===== config.mk =====
export PLATFORM = sky130hd
export DESIGN_NAME = rvfi_retire_sequencer_flat
export DESIGN_NICKNAME = d
export VERILOG_FILES = /design/src/rtl/rvfi_seq_pkg.sv /design/src/rtl/rvfi_retire_sequencer_if.sv /design/src/rtl/rvfi_reorder_buf.sv /design/src/rtl/rvfi_retire_sequencer.sv /design/src/flat_wrapper.sv
export SDC_FILE = /design/constraint.sdc
export NUM_CORES = 2
export LEC_CHECK = 0
export CAP_MARGIN = 15
export CORE_MARGIN = 5
export CORE_UTILIZATION = 55
export CTS_BUF_LIST = sky130_fd_sc_hd__clkbuf_16
export CTS_CLUSTER_DIAMETER = 200
export DETAILED_ROUTE_END_ITERATION = 6
export PLACE_DENSITY = 0.84
export SYNTH_ARGS = -nofsm -noshare
export SYNTH_HDL_FRONTEND = slang
export SYNTH_SLANG_ARGS = --single-unit

===== constraint.sdc =====
create_clock -name clock -period 16.7 [get_ports clock]
set_input_delay 1.67 -clock clock [delete_from_list [all_inputs] [get_ports clock]]
set_output_delay 1.67 -clock clock [all_outputs]
set_load 0.03 [all_outputs]

===== src/rtl/rvfi_seq_pkg.sv =====
// rtl/rvfi_seq_pkg.sv - shared packet type, FSM states and slot helper for the retire sequencer
package rvfi_seq_pkg;

  localparam int XLEN = 32;

  typedef struct packed {
    logic [63:0]     order;
    logic [4:0]      rd_addr;
    logic [XLEN-1:0] rd_wdata;
    logic [4:0]      rs1_addr;
    logic [XLEN-1:0] rs1_rdata;
    logic [4:0]      rs2_addr;
    logic [XLEN-1:0] rs2_rdata;
  } rvfi_pkt_t;

  typedef enum logic [1:0] {RUN, WAIT, HALT} seq_state_e;

  // Window slots are the low bits of the order; depth must be a power of two.
  function automatic int unsigned slot_of(input logic [63:0] order, input int unsigned depth);
    return order[31:0] & (depth - 1);
  endfunction

endpackage


===== src/rtl/rvfi_retire_sequencer_if.sv =====
// rtl/rvfi_retire_sequencer_if.sv - multi-channel retirement input and sequenced output bundle
interface rvfi_retire_sequencer_if #(parameter int NRET = 2);
  import rvfi_seq_pkg::*;

  logic [NRET-1:0]      in_valid;
  logic [64*NRET-1:0]   in_order;
  logic [5*NRET-1:0]    in_rd_addr;
  logic [XLEN*NRET-1:0] in_rd_wdata;
  logic [5*NRET-1:0]    in_rs1_addr;
  logic [XLEN*NRET-1:0] in_rs1_rdata;
  logic [5*NRET-1:0]    in_rs2_addr;
  logic [XLEN*NRET-1:0] in_rs2_rdata;

  logic            out_valid;
  logic [63:0]     out_order;
  logic [4:0]      out_rd_addr;
  logic [XLEN-1:0] out_rd_wdata;
  logic [4:0]      out_rs1_addr;
  logic [XLEN-1:0] out_rs1_rdata;
  logic [4:0]      out_rs2_addr;
  logic [XLEN-1:0] out_rs2_rdata;
  logic            out_check;
  logic            done;
  logic            err_dup;
  logic            err_window;
  logic            err_timeout;

  modport master (
    output in_valid, in_order, in_rd_addr, in_rd_wdata, in_rs1_addr, in_rs1_rdata,
           in_rs2_addr, in_rs2_rdata,
    input  out_valid, out_order, out_rd_addr, out_rd_wdata, out_rs1_addr, out_rs1_rdata,
           out_rs2_addr, out_rs2_rdata, out_check, done, err_dup, err_window, err_timeout
  );

  modport slave (
    input  in_valid, in_order, in_rd_addr, in_rd_wdata, in_rs1_addr, in_rs1_rdata,
           in_rs2_addr, in_rs2_rdata,
    output out_valid, out_order, out_rd_addr, out_rd_wdata, out_rs1_addr, out_rs1_rdata,
           out_rs2_addr, out_rs2_rdata, out_check, done, err_dup, err_window, err_timeout
  );

endinterface


===== src/rtl/rvfi_reorder_buf.sv =====
// rtl/rvfi_reorder_buf.sv - DEPTH-entry reorder window, NRET write ports, one read/free port at head
module rvfi_reorder_buf
  import rvfi_seq_pkg::*;
#(
  parameter int NRET  = 2,
  parameter int DEPTH = 8
) (
  input  logic                                  clock,
  input  logic                                  reset,
  input  logic [NRET-1:0]                       wr_en,
  input  logic [NRET-1:0][$clog2(DEPTH)-1:0]    wr_slot,
  input  rvfi_pkt_t [NRET-1:0]                  wr_pkt,
  input  logic [$clog2(DEPTH)-1:0]              rd_slot,
  input  logic                                  rd_free,
  output rvfi_pkt_t                             rd_pkt,
  output logic                                  rd_valid,
  output logic [DEPTH-1:0]                      slot_valid
);

  rvfi_pkt_t        mem [DEPTH];
  logic [DEPTH-1:0] vld;

  // Writes after the free so a slot vacated by the head can be refilled in the same cycle;
  // descending loop lets the lowest channel win a shared slot.
  always_ff @(posedge clock) begin
    if (reset) begin
      vld <= '0;
    end else begin
      if (rd_free) vld[rd_slot] <= 1'b0;
      for (int c = NRET - 1; c >= 0; c--) begin
        if (wr_en[c]) vld[wr_slot[c]] <= 1'b1;
      end
    end
  end

  always_ff @(posedge clock) begin
    for (int c = NRET - 1; c >= 0; c--) begin
      if (wr_en[c]) mem[wr_slot[c]] <= wr_pkt[c];
    end
  end

  assign rd_pkt     = mem[rd_slot];
  assign rd_valid   = vld[rd_slot];
  assign slot_valid = vld;

endmodule


===== src/rtl/rvfi_retire_sequencer.sv =====
// rtl/rvfi_retire_sequencer.sv - reorders multi-channel RVFI retirements into a single in-order stream
module rvfi_retire_sequencer
  import rvfi_seq_pkg::*;
#(
  parameter int          NRET        = 2,
  parameter int          DEPTH       = 8,
  parameter int          TIMEOUT     = 64,
  parameter logic [63:0] CHECK_ORDER = 64'd1000
) (
  input  logic                   clock,
  input  logic                   reset,
  rvfi_retire_sequencer_if.slave bus
);

  localparam int          SW      = $clog2(DEPTH);
  localparam logic [63:0] DEPTH64 = 64'(DEPTH);

  seq_state_e state_q, state_d;
  logic [63:0] head_q, win_hi;
  logic [31:0] timer_q, timer_d;
  logic [SW-1:0] head_slot;
  rvfi_pkt_t [NRET-1:0] in_pkt;
  logic [NRET-1:0] arr, in_win, hit_head, rep, occ, dup, win_err, wr_en;
  logic [NRET-1:0][SW-1:0] wr_slot;
  logic [DEPTH-1:0] slot_valid;
  rvfi_pkt_t buf_pkt, byp_pkt, emit_pkt, out_q;
  logic buf_valid, active, emit, nonempty, set_timeout;
  logic out_valid_q, out_check_q, done_q, err_dup_q, err_window_q, err_timeout_q;

  assign active    = (state_q != HALT);
  assign head_slot = SW'(slot_of(head_q, DEPTH));
  assign nonempty  = |slot_valid;

  always_comb begin
    for (int c = 0; c < NRET; c++) begin
      in_pkt[c].order     = bus.in_order[64*c +: 64];
      in_pkt[c].rd_addr   = bus.in_rd_addr[5*c +: 5];
      in_pkt[c].rd_wdata  = bus.in_rd_wdata[XLEN*c +: XLEN];
      in_pkt[c].rs1_addr  = bus.in_rs1_addr[5*c +: 5];
      in_pkt[c].rs1_rdata = bus.in_rs1_rdata[XLEN*c +: XLEN];
      in_pkt[c].rs2_addr  = bus.in_rs2_addr[5*c +: 5];
      in_pkt[c].rs2_rdata = bus.in_rs2_rdata[XLEN*c +: XLEN];
      arr[c]              = active && bus.in_valid[c];
      hit_head[c]         = arr[c] && (in_pkt[c].order == head_q);
    end
  end

  // An emitting cycle widens the window by one so head+DEPTH can take the freed slot.
  assign emit   = active && (buf_valid || (|hit_head));
  assign win_hi = head_q + DEPTH64 + {63'd0, emit};

  always_comb begin
    rep     = '0;
    occ     = '0;
    dup     = '0;
    win_err = '0;
    wr_en   = '0;
    wr_slot = '0;
    in_win  = '0;
    for (int c = 0; c < NRET; c++) begin
      wr_slot[c] = SW'(slot_of(in_pkt[c].order, DEPTH));
      in_win[c]  = (in_pkt[c].order >= head_q) && (in_pkt[c].order < win_hi);
      for (int l = 0; l < c; l++) begin
        if (arr[l] && in_win[l] && (in_pkt[l].order == in_pkt[c].order)) rep[c] = 1'b1;
      end
      occ[c]     = slot_valid[wr_slot[c]] && (in_pkt[c].order != head_q + DEPTH64);
      win_err[c] = arr[c] && !in_win[c];
      dup[c]     = arr[c] && in_win[c] && (rep[c] || occ[c]);
      wr_en[c]   = arr[c] && in_win[c] && !rep[c] && !occ[c] && !hit_head[c];
    end
  end

  always_comb begin
    byp_pkt = in_pkt[0];
    for (int c = NRET - 1; c >= 0; c--) begin
      if (hit_head[c]) byp_pkt = in_pkt[c];
    end
    emit_pkt = buf_valid ? buf_pkt : byp_pkt;
  end

  rvfi_reorder_buf #(.NRET(NRET), .DEPTH(DEPTH)) u_buf (
    .clock      (clock),
    .reset      (reset),
    .wr_en      (wr_en),
    .wr_slot    (wr_slot),
    .wr_pkt     (in_pkt),
    .rd_slot    (head_slot),
    .rd_free    (emit),
    .rd_pkt     (buf_pkt),
    .rd_valid   (buf_valid),
    .slot_valid (slot_valid)
  );

  always_comb begin
    state_d     = state_q;
    timer_d     = timer_q;
    set_timeout = 1'b0;
    case (state_q)
      RUN: begin
        if (nonempty && !emit) state_d = WAIT;
      end
      WAIT: begin
        if (emit || !nonempty) begin
          state_d = RUN;
          timer_d = '0;
        end else if (timer_q == 32'(TIMEOUT - 1)) begin
          state_d     = HALT;
          set_timeout = 1'b1;
        end else begin
          timer_d = timer_q + 32'd1;
        end
      end
      HALT:    state_d = HALT;
      default: state_d = RUN;
    endcase
  end

  always_ff @(posedge clock) begin
    if (reset) begin
      state_q       <= RUN;
      timer_q       <= '0;
      head_q        <= '0;
      out_q         <= '0;
      out_valid_q   <= 1'b0;
      out_check_q   <= 1'b0;
      done_q        <= 1'b0;
      err_dup_q     <= 1'b0;
      err_window_q  <= 1'b0;
      err_timeout_q <= 1'b0;
    end else begin
      state_q       <= state_d;
      timer_q       <= timer_d;
      out_valid_q   <= emit;
      out_check_q   <= emit && (emit_pkt.order == CHECK_ORDER);
      done_q        <= done_q | out_check_q;
      err_dup_q     <= err_dup_q | (|dup);
      err_window_q  <= err_window_q | (|win_err);
      err_timeout_q <= err_timeout_q | set_timeout;
      if (emit) begin
        head_q <= head_q + 64'd1;
        out_q  <= emit_pkt;
      end
    end
  end

  assign bus.out_valid     = out_valid_q;
  assign bus.out_order     = out_q.order;
  assign bus.out_rd_addr   = out_q.rd_addr;
  assign bus.out_rd_wdata  = out_q.rd_wdata;
  assign bus.out_rs1_addr  = out_q.rs1_addr;
  assign bus.out_rs1_rdata = out_q.rs1_rdata;
  assign bus.out_rs2_addr  = out_q.rs2_addr;
  assign bus.out_rs2_rdata = out_q.rs2_rdata;
  assign bus.out_check     = out_check_q;
  assign bus.done          = done_q;
  assign bus.err_dup       = err_dup_q;
  assign bus.err_window    = err_window_q;
  assign bus.err_timeout   = err_timeout_q;

endmodule

===== src/flat_wrapper.sv =====
// flat-port wrapper written by rule: the top's interface ports become plain ports
module rvfi_retire_sequencer_flat import rvfi_seq_pkg::*;
#(
  parameter int          NRET        = 2,
  parameter int          DEPTH       = 8,
  parameter int          TIMEOUT     = 64,
  parameter logic [63:0] CHECK_ORDER = 64'd1000
)
  (clock, reset, bus_in_valid, bus_in_order, bus_in_rd_addr, bus_in_rd_wdata, bus_in_rs1_addr, bus_in_rs1_rdata, bus_in_rs2_addr, bus_in_rs2_rdata, bus_out_valid, bus_out_order, bus_out_rd_addr, bus_out_rd_wdata, bus_out_rs1_addr, bus_out_rs1_rdata, bus_out_rs2_addr, bus_out_rs2_rdata, bus_out_check, bus_done, bus_err_dup, bus_err_window, bus_err_timeout);
  rvfi_retire_sequencer_if #(.NRET(NRET)) bus_i ();
  input  logic clock;
  input  logic reset;
  input wire logic [$bits(bus_i.in_valid)-1:0] bus_in_valid;
  input wire logic [$bits(bus_i.in_order)-1:0] bus_in_order;
  input wire logic [$bits(bus_i.in_rd_addr)-1:0] bus_in_rd_addr;
  input wire logic [$bits(bus_i.in_rd_wdata)-1:0] bus_in_rd_wdata;
  input wire logic [$bits(bus_i.in_rs1_addr)-1:0] bus_in_rs1_addr;
  input wire logic [$bits(bus_i.in_rs1_rdata)-1:0] bus_in_rs1_rdata;
  input wire logic [$bits(bus_i.in_rs2_addr)-1:0] bus_in_rs2_addr;
  input wire logic [$bits(bus_i.in_rs2_rdata)-1:0] bus_in_rs2_rdata;
  output wire logic [$bits(bus_i.out_valid)-1:0] bus_out_valid;
  output wire logic [$bits(bus_i.out_order)-1:0] bus_out_order;
  output wire logic [$bits(bus_i.out_rd_addr)-1:0] bus_out_rd_addr;
  output wire logic [$bits(bus_i.out_rd_wdata)-1:0] bus_out_rd_wdata;
  output wire logic [$bits(bus_i.out_rs1_addr)-1:0] bus_out_rs1_addr;
  output wire logic [$bits(bus_i.out_rs1_rdata)-1:0] bus_out_rs1_rdata;
  output wire logic [$bits(bus_i.out_rs2_addr)-1:0] bus_out_rs2_addr;
  output wire logic [$bits(bus_i.out_rs2_rdata)-1:0] bus_out_rs2_rdata;
  output wire logic [$bits(bus_i.out_check)-1:0] bus_out_check;
  output wire logic [$bits(bus_i.done)-1:0] bus_done;
  output wire logic [$bits(bus_i.err_dup)-1:0] bus_err_dup;
  output wire logic [$bits(bus_i.err_window)-1:0] bus_err_window;
  output wire logic [$bits(bus_i.err_timeout)-1:0] bus_err_timeout;
  assign bus_i.in_valid = bus_in_valid;
  assign bus_i.in_order = bus_in_order;
  assign bus_i.in_rd_addr = bus_in_rd_addr;
  assign bus_i.in_rd_wdata = bus_in_rd_wdata;
  assign bus_i.in_rs1_addr = bus_in_rs1_addr;
  assign bus_i.in_rs1_rdata = bus_in_rs1_rdata;
  assign bus_i.in_rs2_addr = bus_in_rs2_addr;
  assign bus_i.in_rs2_rdata = bus_in_rs2_rdata;
  assign bus_out_valid = bus_i.out_valid;
  assign bus_out_order = bus_i.out_order;
  assign bus_out_rd_addr = bus_i.out_rd_addr;
  assign bus_out_rd_wdata = bus_i.out_rd_wdata;
  assign bus_out_rs1_addr = bus_i.out_rs1_addr;
  assign bus_out_rs1_rdata = bus_i.out_rs1_rdata;
  assign bus_out_rs2_addr = bus_i.out_rs2_addr;
  assign bus_out_rs2_rdata = bus_i.out_rs2_rdata;
  assign bus_out_check = bus_i.out_check;
  assign bus_done = bus_i.done;
  assign bus_err_dup = bus_i.err_dup;
  assign bus_err_window = bus_i.err_window;
  assign bus_err_timeout = bus_i.err_timeout;
  rvfi_retire_sequencer #(.NRET(NRET), .DEPTH(DEPTH), .TIMEOUT(TIMEOUT), .CHECK_ORDER(CHECK_ORDER)) u_core (.clock(clock), .reset(reset), .bus(bus_i));
endmodule

==> key figures <==
Setup path
  – Crit path capture type: register
  – CP max stage delay: 0.96 ns
  – Worst Path Required: 17.29 ns
  – Worst setup SP type: input pin
  – Setup Crit Path Kind: in -> reg
  – WP data arrival: 14.73 ns
  – CP max stage cell: nor2_4
  – Origin of the critical flop-to-flop path: u_core.head_q[30]$_SDFFE_PP0N_
  – Crit path from: bus_in_order[60]
  – CP Max Fanout: 107

Floorplanning
  – Placeable Area: 176000 um2
  – Die footprint: 185000 um2
  – Initial Utilization: 0.551
  – Num rows: 154
  – I/O pins: 535
  – Die outline width: 430 um
  – Die H: 430 um

Logic synthesis
  – Yosys Warn Count: 0
  – Most frequent cells after synthesis: edfxtp_1 (1400), mux2_2 (880), nand2_1 (590)
  – Count leader, synth: edfxtp_1
  – Synthesized flop and latch total: 1690
  – Seq/Total Area, Yosys: 0.494
  – Mean post-synth cell area: 12.8 um2
  – Cells after Synth: 7543
  – Mapped Nets: 8157
  – Area leader, netlist: edfxtp_1
  – Mapped cell area: 96900 um2
  – Yosys top cell area share: 0.434
  – Post-synth EDFFs: 1400
  – Fraction of registers with async set/reset: 0
  – Count of unique library cells instantiated by Yosys: 89
  – Synth top area cells: edfxtp_1 (43%), mux2_2 (10%), mux4_2 (8.2%)
  – Top FF cell, synth: edfxtp_1

Clock tree
  – Worst-Skew Late Latency: 0.90 ns
  – CTS Buf Count: 178
  – Clock slew at reported path FFs: 0.06 ns
  – Root Buffer: clkbuf_16
  – # hold bufs at CTS: 0
  – H-tree depth: 4
  – Total setup buffers inserted after CTS: 0
  – CTS Sinks: 1690
  – TritonCTS clock tree: done
  – Clock Path Buffers: 3
  – PostCTS Resize Cnt: 0

STA
  – RSZ-0062 raised after global routing: false
  – Min Tclk post-route: 14.14 ns
  – Setup violators final: 0
  – Slew Viols, Final: 0
  – Fin. Hold Viols: 0
  – Slew HR: 0.165
  – Peak Freq: 0.0707 GHz
  – Worst Hold Slack: 0.455 ns
  – Final worst path period share: 0.847
  – Final TNS setup: 0 ns
  – Slew @ Worst Pin: 1.25 ns
  – Worst Clk Skew: 0.0719 ns

Layout
  – Final net count: 8508
  – Finished Cell Area: 111000 um2
  – Share of layout cells above drive strength 1: 0.227
  – Area delta synth->final: 14.4%
  – # fillers: 12700
  – Final Util: 0.631

Run
  – Max-cap violations: 0

Worst hold path
  – Worst Hold Class: reg -> reg
  – Worst Hold Launch: u_core.bus.err_timeout$_SDFF_PP0_

Power and ir drop
  – Leak: 0.0355 uW
  – PwrDens: 85.4 nW/um2
  – Peak VDD IR: 0.0983 mV

Place
  – Port bufs: 534
  – Detail Placement HPWL: 221000 um
  – Routability cong.: 1.08
  – Placed cell area: 105000 um2

Drt
  – Vias per cell: 6.90
  – Remaining DRCs: 0
  – Routed Antenna Nets: 0
  – Final Routed Wirelength: 346000 um
  – Drt first pass iters: 6
  – DR vias: 72200
  – Routed len/inst: 33.0 um
  – Number of DRC markers in iteration 0: 10100

Global route
  – First-pass GRT wire length: 496000 um
  – Largest net degree at the start of global routing: 154
  – Congestion Overflow GR: 0
  – Initial antenna violation count: 93
  – GRT Total Usage: 0.363
  – Vias in the first global route: 71300

Outcome
  – Status: completed
==> cells by family (layout without fill, tap and decap cells) <==
logic type | count (synthesis) | after routing | synth area share
AO/OA/AOI/OAI | 1063 | 1063 | 0.0724
multiplexers | 1775 | 1775 | 0.247
XOR/XNOR | 325 | 325 | 0.0311
adder cells (fa/ha/maj) | 260 | 260 | 0.0336
AND/OR/NAND/NOR | 1708 | 1708 | 0.0874
buffers and inverters | 722 | 1230 | 0.0347
other | 0 | 78 | 0
flip-flops | 1690 | 1690 | 0.494
==> cell type report <==
type | count | area (um2) | share of cell area
flip-flops and latches | 1690 | 47900 | 0.432
multi-input cells | 5131 | 45900 | 0.414
repair buffers | 802 | 7780 | 0.0702
clock buffers | 179 | 4480 | 0.0404
well taps | 2340 | 2930 | 0.0264
clock inverters | 158 | 1410 | 0.0127
inverters | 91 | 342 | 0.00308
diodes | 78 | 195 | 0.00176
==> routing by layer <==
layer | track usage | vias up | wire length (um)
met3 | 0.0885 | 1068 | 37600
met1 | 0.465 | 36100 | 125000
li1 | - | 30000 | -
met4 | 0.226 | 34 | 24600
met5 | 0 | - | 329
met2 | 0.558 | 5055 | 158000
==> power breakdown <==
group / switching (uW) / leakage, uW / internal [uW]
logic: 484 / 0.0175 / 347
registers: 15.1 / 0.0150 / 4610
clock network: 1800 / 0.00302 / 2210
total: 2300 / 0.0355 / 7170
==> sequential cells by signal, summed over array words and instances, names as in the netlist, 8 cells and up, named ones only <==
register / cells
u_core.u_buf.mem: 1400
u_core.bus.out_rs1_rdata: 32
u_core.timer_q: 32
u_core.u_buf.slot_valid: 8
u_core.head_q: 64
u_core.bus.out_rd_wdata: 32
u_core.bus.out_order: 64
u_core.bus.out_rs2_rdata: 32
==> worst max-delay path: cells and delay by family <==
family,cells,cell delay [ns]
compound gates,6,2.35
xor+xnor,1,0.24
fa+ha+maj,4,1.54
buf+inv,4,2.06
mux,1,0.43
simple gates,16,5.95
==> stage by stage <==
stage / setup slack [ns] / total power, uW / instances
2_1_floorplan: -1.43 / 5140 / 7543
3_3_place_gp: 2.53 / 5480 / 10100
3_5_place_dp: 2.28 / 5510 / 10100
4_1_cts: 3.15 / 9470 / 10400
5_1_grt: 2.22 / 9710 / 10400
6_report: 2.56 / 9470 / 10500
==> worst paths after layout <==
kind                                              to  slack (ns)  depth (start not counted)
setup reg to reg  u_core.u_buf.mem[6][124]$_DFFE_PP_        3.21                         32
hold / removal     u_core.bus.err_timeout$_SDFF_PP0_        0.45                          2
setup / recovery  u_core.u_buf.mem[6][124]$_DFFE_PP_        2.56                         32
hold reg to reg    u_core.bus.err_timeout$_SDFF_PP0_        0.45                          2
==> layout by cell type, fill, tap and decap left out, types with 118 or more instances in the layout <==
master              n
mux2_1            502
xnor2_1           228
edfxtp_1         1400
a211oi_1          200
nand4_1           129
inv_1             127
dfxtp_1           287
nor2b_1           200
o21ai_0           119
a311oi_1          118
ha_1              260
nor2_1            299
clkbuf_16         179
a21oi_1           347
buf_4             232
mux2_2            880
clkdlybuf4s50_1   533
nand2_1           589
mux4_2            352
Note: power is estimated with default switching activity, not from simulation.
